File: src/rtl/noc_credit_tx.sv
// Credit-based NoC link transmitter: forwards local flits to a remote FIFO only while it holds credits.
// Optional macro CREDIT_TX_DEACT_EN adds a STOP/RUN/DRAIN link-deactivation FSM driven by link_en.
module noc_credit_tx #(
  parameter  int FLIT_WIDTH = 32,
  parameter  int CREDIT_MAX = 16,
  localparam int CRD_WIDTH  = $clog2(CREDIT_MAX + 1)
) (
  input  logic                  clk,
  input  logic                  rst_n,
  input  logic                  in_valid,
  input  logic [FLIT_WIDTH-1:0] in_flit,
  output logic                  in_ready,
  output logic                  out_valid,
  output logic [FLIT_WIDTH-1:0] out_flit,
  input  logic                  crd_rtn,
  input  logic                  link_en,
  output logic [CRD_WIDTH-1:0]  crd_cnt,
  output logic                  link_active,
  output logic                  crd_err
);

  localparam logic [CRD_WIDTH-1:0] CRD_FULL = CRD_WIDTH'(CREDIT_MAX);
  localparam logic [CRD_WIDTH-1:0] CRD_ONE  = CRD_WIDTH'(1);

  logic [CRD_WIDTH-1:0]  crd_cnt_q, crd_cnt_d;
  logic                  crd_err_q, crd_err_d;
  logic                  out_valid_q, out_valid_d;
  logic [FLIT_WIDTH-1:0] out_flit_q, out_flit_d;
  logic                  run;
  logic                  send;

  // ------------------------------------------------------------------------
  // Link activity control
  // ------------------------------------------------------------------------
`ifdef CREDIT_TX_DEACT_EN
  typedef enum logic [1:0] {
    ST_STOP  = 2'd0,
    ST_RUN   = 2'd1,
    ST_DRAIN = 2'd2
  } state_e;

  state_e state_q, state_d;

  // NOTE: every variable assigned in always_comb gets a default first, so no path can infer a latch.
  always_comb begin
    state_d = state_q;
    unique case (state_q)
      ST_STOP:  if (link_en) state_d = ST_RUN;
      ST_RUN:   if (!link_en) state_d = ST_DRAIN;
      // Leave DRAIN only once every credit is home and the last push has left the wire.
      ST_DRAIN: if ((crd_cnt_q == CRD_FULL) && !out_valid_q) state_d = ST_STOP;
      default:  state_d = ST_STOP;
    endcase
  end

  always_ff @(posedge clk or negedge rst_n) begin
    if (!rst_n) begin
      state_q <= ST_STOP;
    end else begin
      state_q <= state_d;
    end
  end

  assign run = (state_q == ST_RUN);
`else
  // Without deactivation the link simply comes up on the first edge after reset release.
  logic active_q;
  logic link_en_unused;

  assign link_en_unused = link_en;

  always_ff @(posedge clk or negedge rst_n) begin
    if (!rst_n) begin
      active_q <= 1'b0;
    end else begin
      active_q <= 1'b1;
    end
  end

  assign run = active_q;
`endif

  // ------------------------------------------------------------------------
  // Flow control and credit accounting
  // ------------------------------------------------------------------------
  assign in_ready = run && (crd_cnt_q != '0);
  assign send     = in_valid && in_ready;

  always_comb begin
    crd_cnt_d = crd_cnt_q;
    crd_err_d = crd_err_q;
    unique case ({send, crd_rtn})
      2'b10: crd_cnt_d = crd_cnt_q - CRD_ONE;
      2'b01: begin
        // A return with a full counter means the receiver returned more than it was given.
        if (crd_cnt_q == CRD_FULL) begin
          crd_err_d = 1'b1;
        end else begin
          crd_cnt_d = crd_cnt_q + CRD_ONE;
        end
      end
      default: ;
    endcase
  end

  always_comb begin
    out_valid_d = send;
    out_flit_d  = out_flit_q;
    if (send) begin
      out_flit_d = in_flit;
    end
  end

  // NOTE: sequential state uses non-blocking assignments so all flops update together on the edge.
  always_ff @(posedge clk or negedge rst_n) begin
    if (!rst_n) begin
      crd_cnt_q   <= CRD_FULL;
      crd_err_q   <= 1'b0;
      out_valid_q <= 1'b0;
      out_flit_q  <= '0;
    end else begin
      crd_cnt_q   <= crd_cnt_d;
      crd_err_q   <= crd_err_d;
      out_valid_q <= out_valid_d;
      out_flit_q  <= out_flit_d;
    end
  end

  assign out_valid   = out_valid_q;
  assign out_flit    = out_flit_q;
  assign crd_cnt     = crd_cnt_q;
  assign crd_err     = crd_err_q;
  assign link_active = run;

  // The counter can never exceed the receiver depth.
  a_cnt_bound: assert property (@(posedge clk) disable iff (!rst_n) crd_cnt_q <= CRD_FULL);

endmodule

File: config.mk
export PLATFORM = sky130hd
export DESIGN_NAME = noc_credit_tx
export DESIGN_NICKNAME = d
export VERILOG_FILES = /design/src/rtl/noc_credit_tx.sv
export SDC_FILE = /design/constraint.sdc
export NUM_CORES = 1
export LEC_CHECK = 0
export ABC_CLOCK_PERIOD_IN_PS = 2900
export BUFFER_PORTS_ARGS = -buffer_cell sky130_fd_sc_hd__buf_2
export CAP_MARGIN = 0
export CORE_ASPECT_RATIO = 1.5
export CORE_MARGIN = 2
export CORE_UTILIZATION = 42
export DETAILED_ROUTE_END_ITERATION = 12
export PLACE_DENSITY = 0.75
export SLEW_MARGIN = 20
export SYNTH_ARGS = -nofsm -noshare
export SYNTH_HDL_FRONTEND = slang
export SYNTH_SLANG_ARGS = --single-unit
File: constraint.sdc
create_clock -name clk -period 2.9 [get_ports clk]
set_clock_uncertainty 0.2 [all_clocks]
set_input_delay 0.29 -clock clk [delete_from_list [all_inputs] [get_ports clk]]
set_output_delay 0.29 -clock clk [all_outputs]
set_load 0.02 [all_outputs]
==> results.ini, run 1 <==
[routing]
postRouteAntennaNets=0
drtPass1Iterations=4
routed_wl_mm=3.35
routed_via_density=5.17
drc=0
vias=1318
drt-initial-drc-count=39
wire_per_inst_um=13.1

[timing]
setup_viol=0
fmax_mhz=369
holdWs_ns=0.0321
max-slew-margin-rel_pct=44.0
finalCritPeriodShare_pct=93.5
rsz0062_at_grt=no
drv_slew=0
worst_pin_slew_ns=0.840
hold_viol_final=0
min_period_ns=2.71
finalSetupTns_ns=0

[synth]
ys_seq_elements=40
yosysWarnings=0
syn_area_um2=1790
yosys.area.top_type=dfrtp_1
ys_seq_area_share_pct=56.0
avgSynthCellArea_um2=14.1
ys_types=38
syn-num-nets=168
synth_area_leaders=dfrtp_1 (55%), mux2_2 (21%), ha_1 (2.1%)
synth_top_area_share_pct=54.5
syn_inst=127

[final_layout]
syn_to_final_growth_pct=30.1
mostFrequentLayoutCell=buf_2
diodes=0
drive_above_1_share_pct=62.7
instances_no_fill=255
nNetsFinal=249
fillerInstances=363
layout_common_cells=buf_2 (76), dfrtp_1 (36), mux2_2 (32), nand2_1 (6), clkbuf_8 (6)

[clocking]
clk_latency_ns=0.28
cts_resized=0
clock_path_buffers=2
cts_inserted_buffers=5
htree_levels=2
cts_root_buf=clkbuf_8
cts.sinks=40
cts_tree=built
path_clk_slew_ns=0.07

[place]
dp_hpwl_mm=2.51
gp_congestion=0.752
dp.cells=246
io_buffers=76

[min_path]
holdPathStages=2
min_to=out_flit[18]
hold_start=in_flit[18]
hp-class=in2reg

[die]
dieArea_um2=4810
core_area_um2=4170
dieWidth_um=57.3
die_y_um=83.9
std_cell_rows=29
boundaryPins=78
initial_core_util_pct=42.9

[setup_path]
required_ns=2.83
rr_worst_depth=7
crit_fanout=6
path_class=reg2reg
crit_path_start_kind=register
r2r_start=crd_cnt[2]
timing.rr.end=crd_cnt[1]
arrival_ns=2.65
reg2reg_slack_ns=0.19
cp-end-kind=register

[grt]
antenna_found_initial=0
grt_max_degree=41
grt_overflow=0
grt_first_pass_wirelength_mm=5.66
grt_pass1_vias=1247
grt_usage_pct=15.2

[job]
cap_violations=0

[status]
status=finished, final reports clean

[pwr]
total_power_mw=2.23
ir_drop_mv=0.585
power_density_nw_per_um2=960
p_leak_nw=1.14

==> worst max path at each step <==
stage	startpoint	to	slack, ns	cells past startpoint
after global placement	crd_cnt[2]	crd_cnt[1]	0.21	7
after floorplan	crd_cnt[2]	crd_cnt[1]	-0.09	9
final	crd_cnt[2]	crd_cnt[1]	0.19	7
after detailed placement	crd_cnt[2]	crd_cnt[1]	0.21	7
after global routing	crd_cnt[2]	crd_cnt[1]	0.11	7
after CTS	crd_cnt[2]	crd_cnt[1]	0.20	7
==> area by class of cell <==
type / instances / area, um2 / share of cell area (%)
Multi-Input combinational cell: 80 / 754 / 32.4
Tap cell: 46 / 57.6 / 2.47
Clock buffer: 7 / 86.3 / 3.71
Timing Repair Buffer: 80 / 413 / 17.7
Sequential cell: 40 / 1010 / 43.2
Clock inverter: 1 / 7.51 / 0.322
Inverter: 1 / 3.75 / 0.161
==> registers in the layout (all words and copies together) (netlist names) <==
register	flops
link_active	1
crd_err	1
out_valid	1
out_flit	32
crd_cnt	5
==> critical path, cell delays in order (launching register included) <==
cell,delay (ns)
dfrtp_2,0.44
or4_1,0.60
o21ai_4,0.21
nand2_4,0.09
fa_2,0.52
mux2_4,0.28
a21oi_2,0.12
o221ai_1,0.11
==> report_power, final <==
| part | switching, mW | total [mW] | leakage, nW | internal (mW) |
|---|---|---|---|---|
| combinational | 0.544 | 0.996 | 0.630 | 0.452 |
| sequential | 0.121 | 0.869 | 0.467 | 0.748 |
| clock | 0.177 | 0.370 | 0.0445 | 0.193 |
==> synth_stat cells, drive strengths merged <==
master,instances
o21ai,3
nor3,1
a21boi,1
mux2i,2
mux2,36
and3,1
nor4,1
clkbuf,2
o221ai,1
nand3b,1
xor2,2
nand3,1
nor4b,1
xnor2,1
a221o,1
ha,3
a21oi,4
or4,1
buf,4
conb,1
nand2,7
inv,1
nor2,2
and2,2
a31o,1
a21o,1
o2bb2ai,1
nor3b,1
fa,1
dfstp,1
a211o,1
nor2b,1
dfrtp,39
==> through the flow <==
| stage | util [%] | instance area [um2] | worst slack (ns) |
|---|---|---|---|
| finish | 55.8 | 2330 | 0.188 |
| global route | 55.8 | 2330 | 0.109 |
| CTS | 55.8 | 2330 | 0.196 |
| detailed placement | 53.3 | 2220 | 0.208 |
| global placement | 53.3 | 2220 | 0.209 |
| floorplan | - | 1820 | -0.0867 |
==> routing by layer <==
metal  track usage [%]  vias to the layer above  part of all wire, %
met3              3.41                        5                  6.0
met4              6.55                        0                  1.5
li1                  -                      610                    -
met1              17.7                      656                   39
met2              26.1                       47                   54
met5                 0                        -                    0
==> cell families (layout without fill, tap and decap cells) <==
logic type	after synthesis	count (layout)	share of synthesized area (%)
compound gates	14	14	6.15
xor+xnor	3	3	1.47
fa+ha+maj	4	4	3.22
buf+inv	7	89	2.80
flops	40	40	56.0
mux	38	38	24.2
other cells	1	1	0.210
simple gates	20	20	5.95
==> timing repair <==
| item | CTS | global route |
|---|---|---|
| setup buffers | 0 | 0 |
| hold endpoints to repair | 39 | 0 |
| hold buffers | 1 | 0 |
| endpoints found under the setup margin | 0 | 0 |
Note: power is estimated with default switching activity, not from simulation.
==> run 2: changes to the inputs <==
--- a/config.mk
+++ b/config.mk
@@ -5,14 +5,15 @@
 export SDC_FILE = /design/constraint.sdc
 export NUM_CORES = 1
 export LEC_CHECK = 0
+export ABC_AREA = 1
 export ABC_CLOCK_PERIOD_IN_PS = 2900
 export BUFFER_PORTS_ARGS = -buffer_cell sky130_fd_sc_hd__buf_2
 export CAP_MARGIN = 0
 export CORE_ASPECT_RATIO = 1.5
 export CORE_MARGIN = 2
-export CORE_UTILIZATION = 42
+export CORE_UTILIZATION = 41
 export DETAILED_ROUTE_END_ITERATION = 12
-export PLACE_DENSITY = 0.75
+export PLACE_DENSITY = 0.74
 export SLEW_MARGIN = 20
 export SYNTH_ARGS = -nofsm -noshare
 export SYNTH_HDL_FRONTEND = slang
==> results.ini, run 2 <==
[synth]
synthTopCellsByCount=nand2_1 (107), dfrtp_1 (39), nand3_1 (8)
synth-main-ff-cell=dfrtp_1
avgSynthCellArea_um2=8.88
synth_edf_count=0
synth_area_leaders=dfrtp_1 (57%), nand2_1 (24%), nand3_1 (2.3%)
synth.most_common_cell=nand2_1
postSynth.asyncResetShare_pct=100
syn_area_um2=1700
ys_seq_area_share_pct=58.8
syn_inst=192
ys_types=22
ys_seq_elements=40
yosysWarnings=0
synth_top_area_share_pct=57.3
syn-num-nets=233
yosys.area.top_type=dfrtp_1

[timing]
finalSetupTns_ns=0
fmax_mhz=417
drv_slew=0
holdWs_ns=0.00572
min_period_ns=2.40
rsz0062_at_grt=no
worst_pin_slew_ns=0.905
finalCritPeriodShare_pct=82.7
max-slew-margin-rel_pct=39.7
hold_viol_final=0
setup_viol=0

[clocking]
htree_levels=2
cts_inserted_buffers=5
clock_path_buffers=2
cts_tree=built
cts_resized=0
path_clk_slew_ns=0.07
cts.sinks=40
cts_root_buf=clkbuf_8
cts_setup_buffers=0
clk_latency_ns=0.28
cts-hold-fix-buffers=21

[routing]
wire_per_inst_um=12.6
postRouteAntennaNets=0
drtPass1Iterations=4
routed_wl_mm=4.23
routed_via_density=4.66
vias=1569
drc=0
drt-initial-drc-count=57

[setup_path]
crit_path_max_incr_delay_ns=0.45
arrival_ns=2.43
required_ns=2.93
crit_path_start_kind=register
cp-end-kind=register
r2r_start=crd_cnt[1]
path_class=reg2reg
startpoint=crd_cnt[1]
cp_cell_sequence=nor2_2, nand3_2, nand3_4, nand2_1, fa_1, nand3_1, nand2_1, inv_1, nand3_1, nand3_1, nand2_1, inv_1
cp_slowest_cell=dfrtp_1
crit_fanout=13

[die]
die_y_um=83.0
initial_core_util_pct=43.0
std_cell_rows=28
dieArea_um2=4700
dieWidth_um=56.6
boundaryPins=78
core_area_um2=3960

[final_layout]
diodes=0
regArea_um2=1000
nNetsFinal=332
fillerInstances=350
multi_input_area_um2=634
drive_above_1_share_pct=31.5
largest_reg_flops=32
layout_common_cells=nand2_1 (107), buf_2 (76), dfrtp_1 (39), dlygate4sd3_1 (21), nand3_1 (8)
mostFrequentLayoutCell=nand2_1
instances_no_fill=337
syn_to_final_growth_pct=42.5

[grt]
grt_first_pass_wirelength_mm=6.98
grt_pass1_vias=1557
grt_max_degree=41
antenna_found_initial=0
grt_usage_pct=19.0
grt_overflow=0

[min_path]
hold_start=in_flit[11]
hp-class=in2reg

[job]
cap_violations=0

[place]
io_buffers=76
dp.cells=308
dp_hpwl_mm=2.72
gp_congestion=0.753

[pwr]
power_density_nw_per_um2=875
ir_drop_mv=0.593
p_leak_nw=1.40

[status]
status=finished, final reports clean

run 2: changes by cell type in the layout (fill, tap and decap cells not counted), sizes merged, moves of 2 or more:
cell	delta
dlygate4sd3	+20
o21ai	-2
a21oi	-2
nor2	+4
mux2i	-2
mux2	-36
nand4	+2
buf	-2
nand2	+101
inv	+7
nand3	+10
and2	-2
run 2: worst max-delay path, delay by kind of cell, from the launching register on:
| family | cells | cell delay [ns] |
|---|---|---|
| adders and majority gates | 1 | 0.45 |
| buffers and inverters | 2 | 0.13 |
| DFF | 1 | 0.45 |
| and+or+nand+nor | 9 | 1.11 |
run 2: kinds of logic (layout without fill, tap and decap cells):
group / count (synthesis) / after routing / share of synthesized area [%]
other: 1 / 1 / 0.220
XOR/XNOR: 2 / 2 / 1.03
AO/OA/AOI/OAI: 4 / 4 / 1.32
adder cells (fa/ha/maj): 4 / 4 / 3.38
AND/OR/NAND/NOR: 127 / 127 / 31.3
buffers and inverters: 14 / 114 / 3.96
flip-flops: 40 / 40 / 58.8
run 2: layout make-up:
class,instances,area share [%]
repair buffers,98,24.6
flip-flops and latches,40,41.3
clock inverters,2,1.44
inverters,8,1.24
well taps,45,2.32
clock buffers,6,2.99
multi-input cells,138,26.1
run 2: path summary, 6_finish.rpt:
kind	endpoint	cells after the start	slack, ns
worst max register to register	crd_cnt[4]	12	0.50
max in group asynchronous	out_flit[13]	2	1.47
worst max-delay path	crd_cnt[4]	12	0.50
worst min-delay path	out_flit[11]	3	0.006
worst min register to register	out_flit[19]	2	0.27
min in group asynchronous	crd_cnt[2]	2	0.47
run 2: metal layers:
metal,global-route usage (%),share of wire [%],up-vias
met3,3.58,3.9,10
li1,-,-,784
met2,34.9,54,50
met1,20.3,40,725
met4,8.87,2.3,0
met5,0,0,-
run 2: report_power, final:
group	internal (mW)	switching [mW]
registers	0.724	0.110
clock network	0.255	0.182
logic	0.310	0.543
total	1.29	0.836
run 2: per-stage QoR:
step	power [mW]	util (%)	setup slack, ns	area [um2]
after floorplan	1.39	-	0.756	1700
final	2.13	61.3	0.502	2430
after detailed placement	1.67	53.3	0.508	2110
after global placement	1.65	53.3	0.568	2110
after global routing	2.28	61.3	0.317	2430
after CTS	2.15	61.3	0.491	2430
